`config.mk`:
```
export PLATFORM = sky130hd
export DESIGN_NAME = clk_meter
export DESIGN_NICKNAME = d
export VERILOG_FILES = /design/src/rtl/clk_meter_pkg.sv /design/src/rtl/clk_meter_sync_edge.sv /design/src/rtl/clk_meter.sv
export SDC_FILE = /design/constraint.sdc
export NUM_CORES = 1
export LEC_CHECK = 0
export BUFFER_PORTS_ARGS = -buffer_cell sky130_fd_sc_hd__buf_2
export CAP_MARGIN = 15
export CORE_UTILIZATION = 60
export CTS_BUF_LIST = sky130_fd_sc_hd__clkbuf_8
export CTS_CLUSTER_SIZE = 30
export DETAILED_ROUTE_END_ITERATION = 16
export GPL_TIMING_DRIVEN = 0
export PLACE_DENSITY_LB_ADDON = 0.3
export SYNTH_ARGS = -nofsm -noshare
export SYNTH_HDL_FRONTEND = slang
export SYNTH_HIERARCHICAL = 1
export SYNTH_SLANG_ARGS = --single-unit
export TNS_END_PERCENT = 30
```
`constraint.sdc`:
```
create_clock -name clk_in -period 2.2 [get_ports clk_in]
set_clock_uncertainty 0.1 [all_clocks]
set_input_delay 0.11 -clock clk_in [delete_from_list [all_inputs] [get_ports clk_in]]
set_output_delay 0.11 -clock clk_in [all_outputs]
set_load 0.03 [all_outputs]
```
`src/rtl/clk_meter_pkg.sv`:
```
// Shared definitions for the clock meter: FSM state encoding and the
// default counter width / loss-of-clock timeout.
package clk_meter_pkg;

    // Measurement FSM states.
    typedef enum logic [1:0] {
        ST_IDLE    = 2'd0,
        ST_SYNC    = 2'd1,
        ST_MEASURE = 2'd2
    } meter_state_t;

    // Default counter width and timeout (timeout must fit in the counter).
    localparam int DEF_CNT_W          = 12;
    localparam int DEF_TIMEOUT_CYCLES = 4095;

    // Largest value representable in a counter of the given width.
    function automatic longint max_count(input int width);
        return (longint'(1) << width) - 1;
    endfunction

endpackage

```
`src/rtl/clk_meter_sync_edge.sv`:
```
// Two-flop synchroniser for an asynchronous input plus a delay flop
// providing a single-cycle rising-edge pulse. Reusable for any slow
// asynchronous level (monitored clocks, ADC strobes, buttons).
module sync_edge (
    input  logic clk_in,
    input  logic reset,
    input  logic async_i,
    output logic lvl_o,
    output logic rise_o
);

    logic meta_q;
    logic lvl_q;
    logic lvl_dly_q;

    // Synchronise the asynchronous input and keep one cycle of history.
    always_ff @(posedge clk_in or posedge reset) begin
        if (reset) begin
            meta_q    <= 1'b0;
            lvl_q     <= 1'b0;
            lvl_dly_q <= 1'b0;
        end else begin
            meta_q    <= async_i;
            lvl_q     <= meta_q;
            lvl_dly_q <= lvl_q;
        end
    end

    assign lvl_o  = lvl_q;
    // Rising edge of the synchronised level, valid for exactly one cycle.
    assign rise_o = lvl_q & ~lvl_dly_q;

endmodule

```
`src/rtl/clk_meter.sv`:
```
// Clock meter: measures the period and high time of a slow monitored
// clock in clk_in cycles, emits a one-cycle valid strobe per period and
// raises a sticky loss-of-clock flag when no rising edge arrives within
// the timeout window.
module clk_meter
    import clk_meter_pkg::*;
#(
    parameter int CNT_W          = DEF_CNT_W,
    parameter int TIMEOUT_CYCLES = DEF_TIMEOUT_CYCLES
) (
    input  logic             clk_in,
    input  logic             reset,
    input  logic             enable,
    input  logic             clk_mon,
    output logic [CNT_W-1:0] period,
    output logic [CNT_W-1:0] high_time,
    output logic             valid,
    output logic             lost
);

    // The timeout has to be reachable by the counter without wrapping.
    generate
        if (TIMEOUT_CYCLES < 1 || longint'(TIMEOUT_CYCLES) > max_count(CNT_W)) begin : g_bad_timeout
            $error("clk_meter: TIMEOUT_CYCLES must be in 1 .. 2**CNT_W-1");
        end
    endgenerate

    localparam logic [CNT_W-1:0] TIMEOUT_LAST = CNT_W'(TIMEOUT_CYCLES - 1);

    logic mon_lvl;
    logic mon_rise;

    sync_edge u_sync_edge (
        .clk_in  (clk_in),
        .reset   (reset),
        .async_i (clk_mon),
        .lvl_o   (mon_lvl),
        .rise_o  (mon_rise)
    );

    meter_state_t     state_q;
    logic [CNT_W-1:0] cnt_q;
    logic [CNT_W-1:0] hcnt_q;
    logic [CNT_W-1:0] period_q;
    logic [CNT_W-1:0] high_time_q;
    logic             valid_q;
    logic             lost_q;

    logic [CNT_W-1:0] cnt_inc_d;
    logic [CNT_W-1:0] hcnt_inc_d;
    logic [CNT_W-1:0] period_meas_d;
    logic             timeout_d;

    // Counter arithmetic shared by the SYNC and MEASURE states.
    always_comb begin
        cnt_inc_d     = cnt_q + 1'b1;
        hcnt_inc_d    = hcnt_q + CNT_W'(mon_lvl);
        // cnt counts cycles since the previous rise minus one, so the
        // period including the rise cycle itself is cnt+1.
        period_meas_d = cnt_q + 1'b1;
        // A rise on the last allowed cycle takes priority over timeout.
        timeout_d     = !mon_rise && (cnt_q == TIMEOUT_LAST);
    end

    // Measurement FSM with registered outputs.
    always_ff @(posedge clk_in or posedge reset) begin
        if (reset) begin
            state_q     <= ST_IDLE;
            cnt_q       <= '0;
            hcnt_q      <= '0;
            period_q    <= '0;
            high_time_q <= '0;
            valid_q     <= 1'b0;
            lost_q      <= 1'b0;
        end else if (!enable) begin
            // Disabling abandons any partial measurement; results and
            // the loss flag are kept for the consumer.
            state_q <= ST_IDLE;
            cnt_q   <= '0;
            hcnt_q  <= '0;
            valid_q <= 1'b0;
        end else begin
            valid_q <= 1'b0;
            case (state_q)
                ST_IDLE: begin
                    cnt_q   <= '0;
                    hcnt_q  <= '0;
                    state_q <= ST_SYNC;
                end

                // Wait for the first edge; the partial period is thrown away.
                ST_SYNC: begin
                    if (mon_rise) begin
                        cnt_q   <= '0;
                        hcnt_q  <= CNT_W'(1);
                        state_q <= ST_MEASURE;
                    end else if (timeout_d) begin
                        lost_q <= 1'b1;
                        cnt_q  <= '0;
                    end else begin
                        cnt_q <= cnt_inc_d;
                    end
                end

                ST_MEASURE: begin
                    if (mon_rise) begin
                        period_q    <= period_meas_d;
                        high_time_q <= hcnt_q;
                        valid_q     <= 1'b1;
                        lost_q      <= 1'b0;
                        cnt_q       <= '0;
                        // The rise cycle itself is a sampled-high cycle.
                        hcnt_q      <= CNT_W'(1);
                    end else if (timeout_d) begin
                        lost_q  <= 1'b1;
                        cnt_q   <= '0;
                        hcnt_q  <= '0;
                        state_q <= ST_SYNC;
                    end else begin
                        cnt_q  <= cnt_inc_d;
                        hcnt_q <= hcnt_inc_d;
                    end
                end

                default: begin
                    cnt_q   <= '0;
                    hcnt_q  <= '0;
                    state_q <= ST_IDLE;
                end
            endcase
        end
    end

    assign period    = period_q;
    assign high_time = high_time_q;
    assign valid     = valid_q;
    assign lost      = lost_q;

endmodule

```
Word-level counts from Yosys, hierarchy flattened
Cells that the tools add are included.
W data, S select, Z words.
Cells by class
  add/subtract/negate cells: 2
  equal/unequal tests: 7
  mux-type cells: 21
  bitwise logic cells: 2
  reduce and logical (&&, ||, !) cells: 8
Operator list (number)
  $mux W12: 8
  $pmux W12 S2: 1
  $add A12 B1 Y12: 1
  $add A12 B1 Y12 const B: 1
  $eq A12 B12 Y1 const B: 1
  $ne A3 B3 Y1 const B: 3
  $reduce_and A3 Y1: 3
  $mux W2: 4
  $mux W1: 6
  $pmux W2 S3: 1
  $eq A2 B1 Y1 const B: 1
  $eq A2 B2 Y1 const B: 1
  $logic_not A2 Y1: 1
  $ne A2 B2 Y1 const B: 1
  $pmux W1 S2: 1
  $reduce_bool A2 Y1: 1
  $reduce_or A2 Y1: 1
  $and A1 B1 Y1: 1
  $logic_and A1 B1 Y1: 1
  $logic_not A1 Y1: 1
  $not A1 Y1: 1
Word-level totals
  flip-flop bits (word level): 55
  input bits: 4
  output and inout bits: 26

Depth between registers and ports, before layout
  depth in word-level cells: 8
  gate-level depth with buffers: 8
  depth with buffers taken out: 6

Cells and area by module
Netlist, hierarchy kept.
By module, submodules not included
  clk_meter: times used 1, cells an instance 238, area an instance 2451.1 µm²
  sync_edge: times used 1, cells an instance 5, area an instance 92.6 µm²

Least setup slack after synthesis
No wires, ideal clock.
  kind: register -> register
  from: reg state_q[0]
  to: reg hcnt_q[9]
  arrival: 1.710 ns
  data required time: 2.018 ns
  slack: 0.308 ns
  cell stages (with the launch flop): 9
  buffers on the path: 2
  path through: dfrtp_1 -> inv_1 -> ha_1 -> and4bb_2 -> buf_2 -> nor2b_1 -> buf_2 -> a41oi_1 -> a31oi_1
Between the ends
  longest elaborated chain between the ends: 3
RTL lines
  start, declared: RTL line clk_meter.sv:41  | meter_state_t state_q;
  start signal, assigned: RTL line clk_meter.sv:68  | state_q <= ST_IDLE;
  start signal, assigned: RTL line clk_meter.sv:78  | state_q <= ST_IDLE;
  start signal, assigned: RTL line clk_meter.sv:88  | state_q <= ST_SYNC;
  $eq A2 B2 Y1 / $eq A2 B1 Y1 (equally long branches): RTL line clk_meter.sv:84  | case (state_q)
  $pmux W12 S2: RTL line clk_meter.sv:84
  $mux W12: RTL line clk_meter.sv:75  | end else if (!enable) begin
  end signal, assigned: RTL line clk_meter.sv:121  | hcnt_q <= hcnt_inc_d;
  end, declared: RTL line clk_meter.sv:43  | logic [CNT_W-1:0] hcnt_q;
Parallel ways exist; a longest one is shown, timed or not.
A chain may end at the register's enable or synchronous reset.

Worst setup path in the final report
  from: reg state_q[0]
  to: reg hcnt_q[10]
The elaborated chain is that of the path after synthesis.

==> results_dict.tcl <==
set metrics [dict create \
    r2r_setup_slack_ns 0.1 \
    tightest_slew_ns 0.466 \
    required_ns 2.33 \
    period_share_pct 95.6 \
    fin_util_pct 71.8 \
    fp.dieH_um 67.1 \
    yosysSeqAreaShare_pct 54.1 \
    firstDrtPassIters 4 \
    powerDensity_nw_per_um2 712 \
    crit_path_start_kind "register" \
    layout_common_cells "55 x dfrtp_1, 32 x buf_2, 29 x nand2_1" \
    ys_async_sr_fraction_pct 100 \
    stdcell_count 332 \
    grt_first_pass_wirelength_mm 7.85 \
    cts_setup_buffers 0 \
    cts_max_level 2 \
    clk-insertion-delay-late_ns 0.31 \
    track_usage_pct 23.9 \
    grt_max_degree 37 \
    routed_via_density 5.69 \
    synth-compound-area-share_pct 10.0 \
    peakVddDrop_mv 0.416 \
    core_um2 4030 \
    yosys.area.top_type_share_pct 54.1 \
    yosysWarnings 6 \
    r2r_cells 7 \
    critical_path_class "register to register" \
    cts_tree "done" \
    p_total_mw 2.06 \
    wl_mm 4.74 \
    io_buffer_count 29 \
    wl_per_cell_um 14.3 \
    ys_seq_elements 55 \
    synthTopCellsByArea "dfrtp_1 54%, mux2_2 4.4%, nand2_1 4.3%" \
    whs_ns 0.117 \
    ant_nets 0 \
    row_count 23 \
    max_freq_ghz 0.476 \
    dp_hpwl_mm 3.38 \
    synthXorXnorAreaFrac_pct 3.44 \
    drc 0 \
    yosys.area_share.simple_pct 18.8 \
    grt_pass1_vias 1718 \
    rsz0062_at_grt "no" \
    nets 292 \
    yosysTopAreaCell "dfrtp_1" \
    path_clk_slew_ns 0.09 \
    setup_viol 0 \
    synth-edff-count 0 \
    r2r_start "state_q[0]" \
    synthMuxAreaShare_pct 6.00 \
    antenna_found_initial 0 \
    cts_num_sinks 55 \
    cts-root-buf "clkbuf_8" \
    cts_max_path_buffers 2 \
    dp_slack_ns -0.0407 \
    drtIter0Drc 163 \
    synth_ff_type "dfrtp_1" \
    synth.avg_cell_area_um2 10.5 \
    setup_slack_ns 0.0971 \
    synth_area_um2 2540 \
    vias 1890 \
    diodes 0 \
    finalHoldViolations 0 \
    fin_area_um2 2890 \
    max_slew_margin_pct 68.9 \
    cp_max_fo 10 \
    placed_cells 323 \
    min_path_type "primary input to asynchronous set/reset pin" \
    synth_top_family_by_area "simple AND/OR/NAND/NOR gates" \
    min_period_ns 2.10 \
    synthAdderAreaFrac_pct 3.44 \
    maxCapViolCount 0 \
    drive_gt1_share_pct 20.9 \
    dieArea_um2 4500 \
    chipWidth_um 67.1 \
    grt_overflow 0 \
    crit_arrival_ns 2.24 \
    cts_buffers 5 \
    gp_congestion 0.924 \
    rr_endpoint "hcnt_q[10]" \
    synth_fp_nets 254 \
    synth_cell_types 37 \
    p_leak_nw 1.41 \
    finalSetupTns_ns 0 \
    synth_cells 243 \
    slew_viol_final 0 \
    layout_commonest_cell "dfrtp_1" \
    start_util_pct 63.1 \
    outcome "complete, no violations" \
    io_pins 30 \
    endpoint_kind "register" \
    area_growth_pct 13.7 \
    placed_area_um2 2770 \
]
worst max-delay path: stages (launching register included):
cell	delay (ns)
dfrtp_1	0.40
inv_1	0.08
ha_1	0.34
and4bb_4	0.44
nor2b_1	0.14
buf_2	0.22
nand4_1	0.14
o21ai_0	0.17
area by class of cell:
| class | instances | area, um2 |
|---|---|---|
| Clock buffer | 7 | 96.3 |
| Buffer | 12 | 61.3 |
| Tap cell | 50 | 62.6 |
| Sequential cell | 55 | 1380 |
| Inverter | 11 | 41.3 |
| Multi-Input combinational cell | 164 | 1060 |
| Fill cell | 311 | 1140 |
| Clock inverter | 1 | 3.75 |
| Timing Repair Buffer | 32 | 185 |
cell usage after synthesis, types with 2 or more instances:
cell      instances
nor2_1           22
buf_2             4
nor2b_1           3
nand3_1          16
dfrtp_1          55
a41oi_1           2
nand2_1          29
nand4_1           4
inv_1            11
nand3b_1          2
a32oi_1           2
a32o_1            2
nor3_1            4
mux2_2           10
o21ai_0          17
clkbuf_1          6
and3_1            4
mux2i_1           4
and4_1            2
a31oi_1          13
ha_1              7
xnor2_1           9
what timing repair did:
item / 4_1_cts / 5_1_grt
endpoints found under the hold margin: 20 / 0
hold buffers: 2 / 0
pin swaps: 0 / 0
resized for setup: 1 / 1
setup endpoints to repair: 10 / 8
registers in the layout (all words and copies together), names as in the netlist:
name	flops
u_sync_edge/meta_q	1
lost	1
u_sync_edge/lvl_dly_q	1
cnt_q	12
period	12
state_q	2
high_time	12
hcnt_q	12
valid	1
u_sync_edge/lvl_o	1
power by group:
part	total [mW]	internal (mW)	switching (mW)
combinational	0.370	0.135	0.236
sequential	1.09	1.06	0.0376
clock	0.596	0.283	0.313
total	2.06	1.47	0.586
metal layers:
metal / GRT usage, % / vias to the layer above / wire [um] / part of all wire (%)
met5: 0 / - / 0 / 0
met4: 11.4 / 0 / 92 / 1.9
met3: 4.62 / 8 / 225 / 4.7
met2: 35.6 / 46 / 2120 / 45
met1: 33.4 / 905 / 2310 / 49
li1: - / 931 / - / -
cell families after synthesis:
group | after synthesis
fa+ha+maj | 7
buf+inv | 24
xor+xnor | 10
simple gates | 94
flops | 55
compound gates | 39
mux | 14
worst max-delay path by stage:
stage               start    endpoint  cells after the start
2_1_floorplan  state_q[0]   hcnt_q[9]                      8
3_3_place_gp   state_q[0]  period[10]                      6
3_5_place_dp   state_q[0]  period[11]                      6
4_1_cts        state_q[0]  hcnt_q[10]                      8
5_1_grt        state_q[0]  hcnt_q[10]                      7
6_report       state_q[0]  hcnt_q[10]                      7
Power figures use the tool's default switching activity.
